### config.mk
export PLATFORM = sky130hd
export DESIGN_NAME = imu_spi_seq
export DESIGN_NICKNAME = d
export VERILOG_FILES = /design/src/rtl/imu_pkg.sv /design/src/rtl/int_sync.sv /design/src/rtl/imu_spi_seq.sv
export SDC_FILE = /design/constraint.sdc
export NUM_CORES = 1
export LEC_CHECK = 0
export CAP_MARGIN = 40
export CORE_MARGIN = 5
export CORE_UTILIZATION = 36
export DETAILED_ROUTE_END_ITERATION = 6
export GPL_ROUTABILITY_DRIVEN = 0
export PLACE_DENSITY_LB_ADDON = 0.15
export SYNTH_ARGS = -nofsm -noshare
export SYNTH_HDL_FRONTEND = slang
export SYNTH_SLANG_ARGS = --single-unit
export TNS_END_PERCENT = 10
### constraint.sdc
create_clock -name clk -period 2.1 [get_ports clk]
set_input_delay 0.42 -clock clk [delete_from_list [all_inputs] [get_ports clk]]
set_output_delay 0.42 -clock clk [all_outputs]
set_load 0.02 [all_outputs]
### src/rtl/imu_pkg.sv
// imu_pkg: shared types and constants for the IMU SPI sequencer.
//   state_t  - sequencer FSM states (each SPI access is an ISS/WT pair)
//   CMD_*    - SPI command words issued by the sequencer
//   is_issue - true in states that pulse wrt
//   cmd_of   - command word driven in a given state (0 outside issue states)
package imu_pkg;

    typedef enum logic [3:0] {
        PWR,
        CFG1_ISS, CFG1_WT,
        CFG2_ISS, CFG2_WT,
        CFG3_ISS, CFG3_WT,
        IDLE,
        RD_YL_ISS, RD_YL_WT,
        RD_YH_ISS, RD_YH_WT
    } state_t;

    localparam logic [15:0] CMD_INT_CFG   = 16'h0D02;  // INT on data ready
    localparam logic [15:0] CMD_GYRO_CFG  = 16'h1160;  // gyro 416Hz, 245dps
    localparam logic [15:0] CMD_ROUND_CFG = 16'h1440;  // rounding on
    localparam logic [15:0] CMD_YAWL_RD   = 16'hA600;
    localparam logic [15:0] CMD_YAWH_RD   = 16'hA700;

    function automatic logic is_issue(input state_t s);
        return (s == CFG1_ISS) || (s == CFG2_ISS) || (s == CFG3_ISS) ||
               (s == RD_YL_ISS) || (s == RD_YH_ISS);
    endfunction

    function automatic logic [15:0] cmd_of(input state_t s);
        case (s)
            CFG1_ISS:  return CMD_INT_CFG;
            CFG2_ISS:  return CMD_GYRO_CFG;
            CFG3_ISS:  return CMD_ROUND_CFG;
            RD_YL_ISS: return CMD_YAWL_RD;
            RD_YH_ISS: return CMD_YAWH_RD;
            default:   return 16'h0000;
        endcase
    endfunction

endpackage

### src/rtl/int_sync.sv
// int_sync: 2-flop synchronizer for an asynchronous level plus rising-edge detect.
//   clk, rst_n - clock, asynchronous active-low reset (all flops clear to 0)
//   async_in   - asynchronous input level
//   rise       - one-cycle pulse on a rising edge of the synchronized level
module int_sync (
    input  logic clk,
    input  logic rst_n,
    input  logic async_in,
    output logic rise
);

    logic int_ff1, int_ff2, int_ff3;

    always_ff @(posedge clk or negedge rst_n) begin
        if (!rst_n) begin
            int_ff1 <= 1'b0;
            int_ff2 <= 1'b0;
            int_ff3 <= 1'b0;
        end else begin
            int_ff1 <= async_in;
            int_ff2 <= int_ff1;
            int_ff3 <= int_ff2;
        end
    end

    assign rise = int_ff2 & ~int_ff3;

endmodule

### src/rtl/imu_spi_seq.sv
// imu_spi_seq: sequencer for the SPI monarch talking to the inertial sensor.
// Waits PWR_WAIT cycles after reset, writes three config words, then on each
// data-ready interrupt reads yaw-rate low/high bytes and presents yaw_rt/vld.
//   clk, rst_n      - 50MHz clock, asynchronous active-low reset
//   INT             - asynchronous data-ready interrupt (active high)
//   done, rd_data   - SPI monarch completion flag (held until next wrt), read byte in [7:0]
//   wrt, cmd        - one-cycle SPI start pulse and its command word
//   yaw_rt, vld     - signed yaw rate and its one-cycle update strobe
//   err             - one-cycle SPI timeout pulse
// Optional macro IMU_SPI_TMO_EN: enables a per-transaction timeout of TMO_CYC
// cycles; without it err is tied low and waits are unbounded.
module imu_spi_seq
    import imu_pkg::*;
#(
    parameter logic [15:0] PWR_WAIT = 16'hFFFF,
    parameter logic [11:0] TMO_CYC  = 12'd1024
) (
    input  logic        clk,
    input  logic        rst_n,
    input  logic        INT,
    input  logic        done,
    input  logic [15:0] rd_data,
    output logic        wrt,
    output logic [15:0] cmd,
    output logic [15:0] yaw_rt,
    output logic        vld,
    output logic        err
);

    state_t      state;
    logic [15:0] pwr_cnt;
    logic [7:0]  yaw_l;
    logic        int_rise;
    logic        int_pend;
    logic        tmo_hit;
    logic        in_wait;

    int_sync u_int_sync (
        .clk      (clk),
        .rst_n    (rst_n),
        .async_in (INT),
        .rise     (int_rise)
    );

    // Outputs decode straight from state, so reset forces them low at once.
    assign wrt = is_issue(state);
    assign cmd = cmd_of(state);

    assign in_wait = (state == CFG1_WT) || (state == CFG2_WT) || (state == CFG3_WT) ||
                     (state == RD_YL_WT) || (state == RD_YH_WT);

`ifdef IMU_SPI_TMO_EN
    logic [11:0] tmo_cnt;

    assign tmo_hit = in_wait && !done && (tmo_cnt == TMO_CYC - 12'd1);

    always_ff @(posedge clk or negedge rst_n) begin
        if (!rst_n) begin
            tmo_cnt <= 12'd0;
            err     <= 1'b0;
        end else begin
            err     <= tmo_hit;
            tmo_cnt <= (in_wait && !tmo_hit) ? tmo_cnt + 12'd1 : 12'd0;
        end
    end
`else
    logic unused_tmo;
    assign unused_tmo = ^{TMO_CYC, in_wait};
    assign tmo_hit    = 1'b0;
    assign err        = 1'b0;
`endif

    logic unused_rd;
    assign unused_rd = ^rd_data[15:8];

    // A new edge wins over the clear so an edge coincident with RD_YL issue
    // still produces one more read.
    always_ff @(posedge clk or negedge rst_n) begin
        if (!rst_n)                  int_pend <= 1'b0;
        else if (int_rise)           int_pend <= 1'b1;
        else if (state == RD_YL_ISS) int_pend <= 1'b0;
    end

    always_ff @(posedge clk or negedge rst_n) begin
        if (!rst_n) begin
            state   <= PWR;
            pwr_cnt <= 16'd0;
            yaw_l   <= 8'd0;
            yaw_rt  <= 16'd0;
            vld     <= 1'b0;
        end else begin
            vld <= 1'b0;
            case (state)
                PWR: begin
                    if (pwr_cnt == PWR_WAIT - 16'd1) state <= CFG1_ISS;
                    else                             pwr_cnt <= pwr_cnt + 16'd1;
                end
                CFG1_ISS: state <= CFG1_WT;
                CFG1_WT:  if (done) state <= CFG2_ISS; else if (tmo_hit) state <= CFG1_ISS;
                CFG2_ISS: state <= CFG2_WT;
                CFG2_WT:  if (done) state <= CFG3_ISS; else if (tmo_hit) state <= CFG1_ISS;
                CFG3_ISS: state <= CFG3_WT;
                CFG3_WT:  if (done) state <= IDLE;     else if (tmo_hit) state <= CFG1_ISS;
                IDLE:     if (int_pend) state <= RD_YL_ISS;
                RD_YL_ISS: state <= RD_YL_WT;
                RD_YL_WT: begin
                    if (done) begin
                        yaw_l <= rd_data[7:0];
                        state <= RD_YH_ISS;
                    end else if (tmo_hit) begin
                        state <= IDLE;
                    end
                end
                RD_YH_ISS: state <= RD_YH_WT;
                RD_YH_WT: begin
                    if (done) begin
                        yaw_rt <= {rd_data[7:0], yaw_l};
                        vld    <= 1'b1;
                        state  <= IDLE;
                    end else if (tmo_hit) begin
                        state <= IDLE;
                    end
                end
                default: state <= PWR;
            endcase
        end
    end

endmodule

==> flow_metrics.py, run 1 <==
metrics = {
    "outcome": {
        "status": "finished clean",
    },
    "sta": {
        "rsz0062_at_grt": "no",
        "max_freq_ghz": 0.509,
        "finalSetupViolations": 0,
        "tightest_slew_ns": 0.534,
        "min_period_ns": 1.96,
        "fin_setup_tns_ns": 0,
        "timing.hold.ws_ns": 0.0885,
        "maxSlewViolCount": 0,
        "slew_headroom_pct": 64.4,
        "hold_violations": 0,
        "skew_ns": 0.00443,
        "fin_crit_sh_pct": 93.6,
    },
    "clock_network": {
        "ctsLongestPathBuffers": 2,
        "cts-root-buf": "clkbuf_8",
        "cts_setup_buffers": 0,
        "cts_tree": "done",
        "clock-sinks": 49,
        "clock_latency_ns": 0.29,
        "numCtsBuffers": 5,
        "path_clk_slew_ns": 0.09,
        "h-tree-depth": 2,
    },
    "synth": {
        "yosys_warnings": 0,
        "synth_compound_area_share_pct": 5.55,
        "synth_top_area_share_pct": 53.3,
        "yosysSeqAreaShare_pct": 53.3,
        "syn_inst": 187,
        "synth_cell_types": 43,
        "synth_top_area_cell": "dfrtp_1",
        "synth-seq-cells": 49,
        "synthXorXnorAreaFrac_pct": 5.71,
        "synthAdderAreaFrac_pct": 1.09,
        "synth_top_flop_cell": "dfrtp_1",
        "synthMuxAreaShare_pct": 12.7,
        "syn_area_sq_um": 2300,
        "synthTopCellsByArea": "dfrtp_1, mux2_2, buf_4",
        "synth_top_family_by_area": "simple AND/OR/NAND/NOR gates",
        "synthArstFlopShare_pct": 100,
        "synthSimpleGateAreaFrac_pct": 15.6,
        "synth_edf_count": 0,
        "syn_avg_cell_area_sq_um": 12.3,
    },
    "detailed_routing": {
        "avgViaCountPerCell": 4.81,
        "drtPass1Iterations": 3,
        "wl_per_cell_um": 13.7,
        "drt_iter0_drc": 33,
        "vias": 1497,
        "top_layer": "met4",
        "wl_met3_um": 213,
        "drt-met1-wl_um": 2010,
        "drc": 0,
        "ant_nets": 0,
        "routed_wl_um": 4260,
        "met2_length_um": 1980,
    },
    "global_route": {
        "grt_max_degree": 28,
        "grt-ovfl-total": 0,
        "grt_pass1_wl_um": 7390,
        "antenna_found_initial": 0,
        "grt_pass1_vias": 1561,
        "grt_usage_pct": 10.9,
    },
    "cells_and_area": {
        "layout.nets": 255,
        "syn2layout_area_growth_pct": 26.2,
        "multiInputGateArea_sq_um": 960,
        "drive_gt1_share_pct": 26.5,
        "final_util_pct": 46.3,
        "regArea_sq_um": 1230,
        "fill_cells": 589,
        "antenna_cells": 0,
    },
    "worst_setup_path": {
        "worst_ep_required_time_ns": 1.68,
        "cp.arrival_ns": 1.54,
        "reg2regPathDepth": 6,
        "path_class": "reg -> out",
        "cp-end-kind": "output port",
        "reg2reg_from": "pwr_cnt[0]",
        "reg2reg_to": "pwr_cnt[8]",
        "start_kind": "register",
        "r2r_slack_ns": 0.24,
        "cp_max_fo": 6,
    },
    "run": {
        "max_cap_violations": 0,
    },
    "power_and_ir_drop": {
        "total_power_uw": 3550,
        "power_density_nw_per_um2": 1220,
        "power.leakage_uw": 0.00132,
        "ir_drop_mv": 0.619,
    },
    "die": {
        "initial_core_util_pct": 36.7,
        "fp.dieH_um": 89.9,
        "design.die.area_sq_um": 8090,
        "pin_count": 55,
        "coreArea_sq_um": 6280,
        "die_w_um": 89.9,
        "rows": 29,
    },
    "placement": {
        "dp_hpwl_um": 3000,
        "portBuffers": 39,
    },
    "worst_hold_path": {
        "hold_class": "in -> async",
    },
}
-- layer usage --
metal | global-route usage (%) | vias to the layer above
met4 | 3.35 | 0
met3 | 3.01 | 4
met1 | 14.4 | 740
li1 | - | 722
met5 | 0 | -
met2 | 17.4 | 31
-- kinds of logic (layout without fill, tap and decap cells) --
family          count (synthesis)  in the layout
buf+inv                        24             65
xor+xnor                       15             15
other cells                     1              7
compound gates                 18             18
fa+ha+maj                       2              2
simple gates                   52             52
mux                            26             26
flops                          49             49
-- timing repair --
item	4_1_cts	5_1_grt
hold buffers	0	0
cloned	0	0
pin swaps	0	0
endpoints found under the setup margin	11	1
endpoints found under the hold margin	0	0
gates resized for setup	14	2
-- flip-flops by register name, indices dropped and copies added, names as in the netlist --
register and count:
yaw_rt 16, u_int_sync.int_ff1 1, vld 1, u_int_sync.int_ff3 1, yaw_l 8, int_pend 1
state 4, pwr_cnt 16, u_int_sync.int_ff2 1
-- report_power, final --
group          internal [uW]  leakage, uW  switching, uW
Clock                    387    0.0000574            312
Sequential              1230     0.000627            224
Combinational            705     0.000638            696
Total                   2320      0.00132           1230
-- cells in the final DEF (no fill, tap or decap), types with 7 or more instances in the layout --
cell type        Yosys  layout
inv_1                8       8
conb_1               1       7
mux2_2              25      25
dlygate4sd2_1        0      10
dfrtp_1             49      46
nor3_1               9       9
clkdlybuf4s50_1      0      27
xor2_1               9       9
buf_4               12       8
nor2_1               8       8
-- synthesized netlist by cell type (all sizes together), types with 2 or more instances --
master   n
inv      8
ha       2
nand2b   5
nor2    10
nand4    3
xor2     9
mux2    25
nand3    5
nor4b    2
a21oi    5
and3     2
clkbuf   2
nor3b    2
o21ai    3
nor3     9
nor4     3
nand2    6
xnor2    6
dfrtp   49
nor2b    2
o31ai    3
buf     14
-- critical path, stage by stage, from the launching register on --
cell           delay, ns
dfrtp_1             0.45
nand2b_1            0.18
buf_4               0.14
nor2_1              0.12
dlygate4sd2_1       0.36
-- stage by stage --
step	area [sq um]	cells	setup WS, ns
6_report	2900	311	0.135
5_1_grt	2900	311	0.0216
4_1_cts	2910	311	0.00138
3_5_place_dp	2800	303	0.0868
3_3_place_gp	2800	303	0.110
2_1_floorplan	2320	193	0.170
-- layout make-up --
class / instances / share of cell area, %
sequential: 49 / 42.4
multi-input combinational: 120 / 33.0
timing repair buffer: 49 / 16.1
tap: 77 / 3.32
clock buffer: 6 / 2.84
clock inverter: 2 / 1.29
inverter: 8 / 1.03
-- worst max-delay path by stage --
stage,end,slack (ns),cells after the start,startpoint
after floorplan,cmd[11],0.17,4,state[1]
after global placement,wrt,0.11,5,state[3]
final,cmd[15],0.14,4,state[2]
after CTS,wrt,0.001,5,state[3]
after global routing,pwr_cnt[7],0.02,6,pwr_cnt[0]
after detailed placement,wrt,0.09,5,state[3]
(Power assumes the default switching activity.)
==> run 2: changes to the inputs <==
--- a/config.mk
+++ b/config.mk
@@ -5,6 +5,7 @@
 export SDC_FILE = /design/constraint.sdc
 export NUM_CORES = 1
 export LEC_CHECK = 0
+export ABC_CLOCK_PERIOD_IN_PS = 2100
 export CAP_MARGIN = 40
 export CORE_MARGIN = 5
 export CORE_UTILIZATION = 36
==> results of run 2 <==
No change in the layout: final DEF, timing and power equal those of run 1.
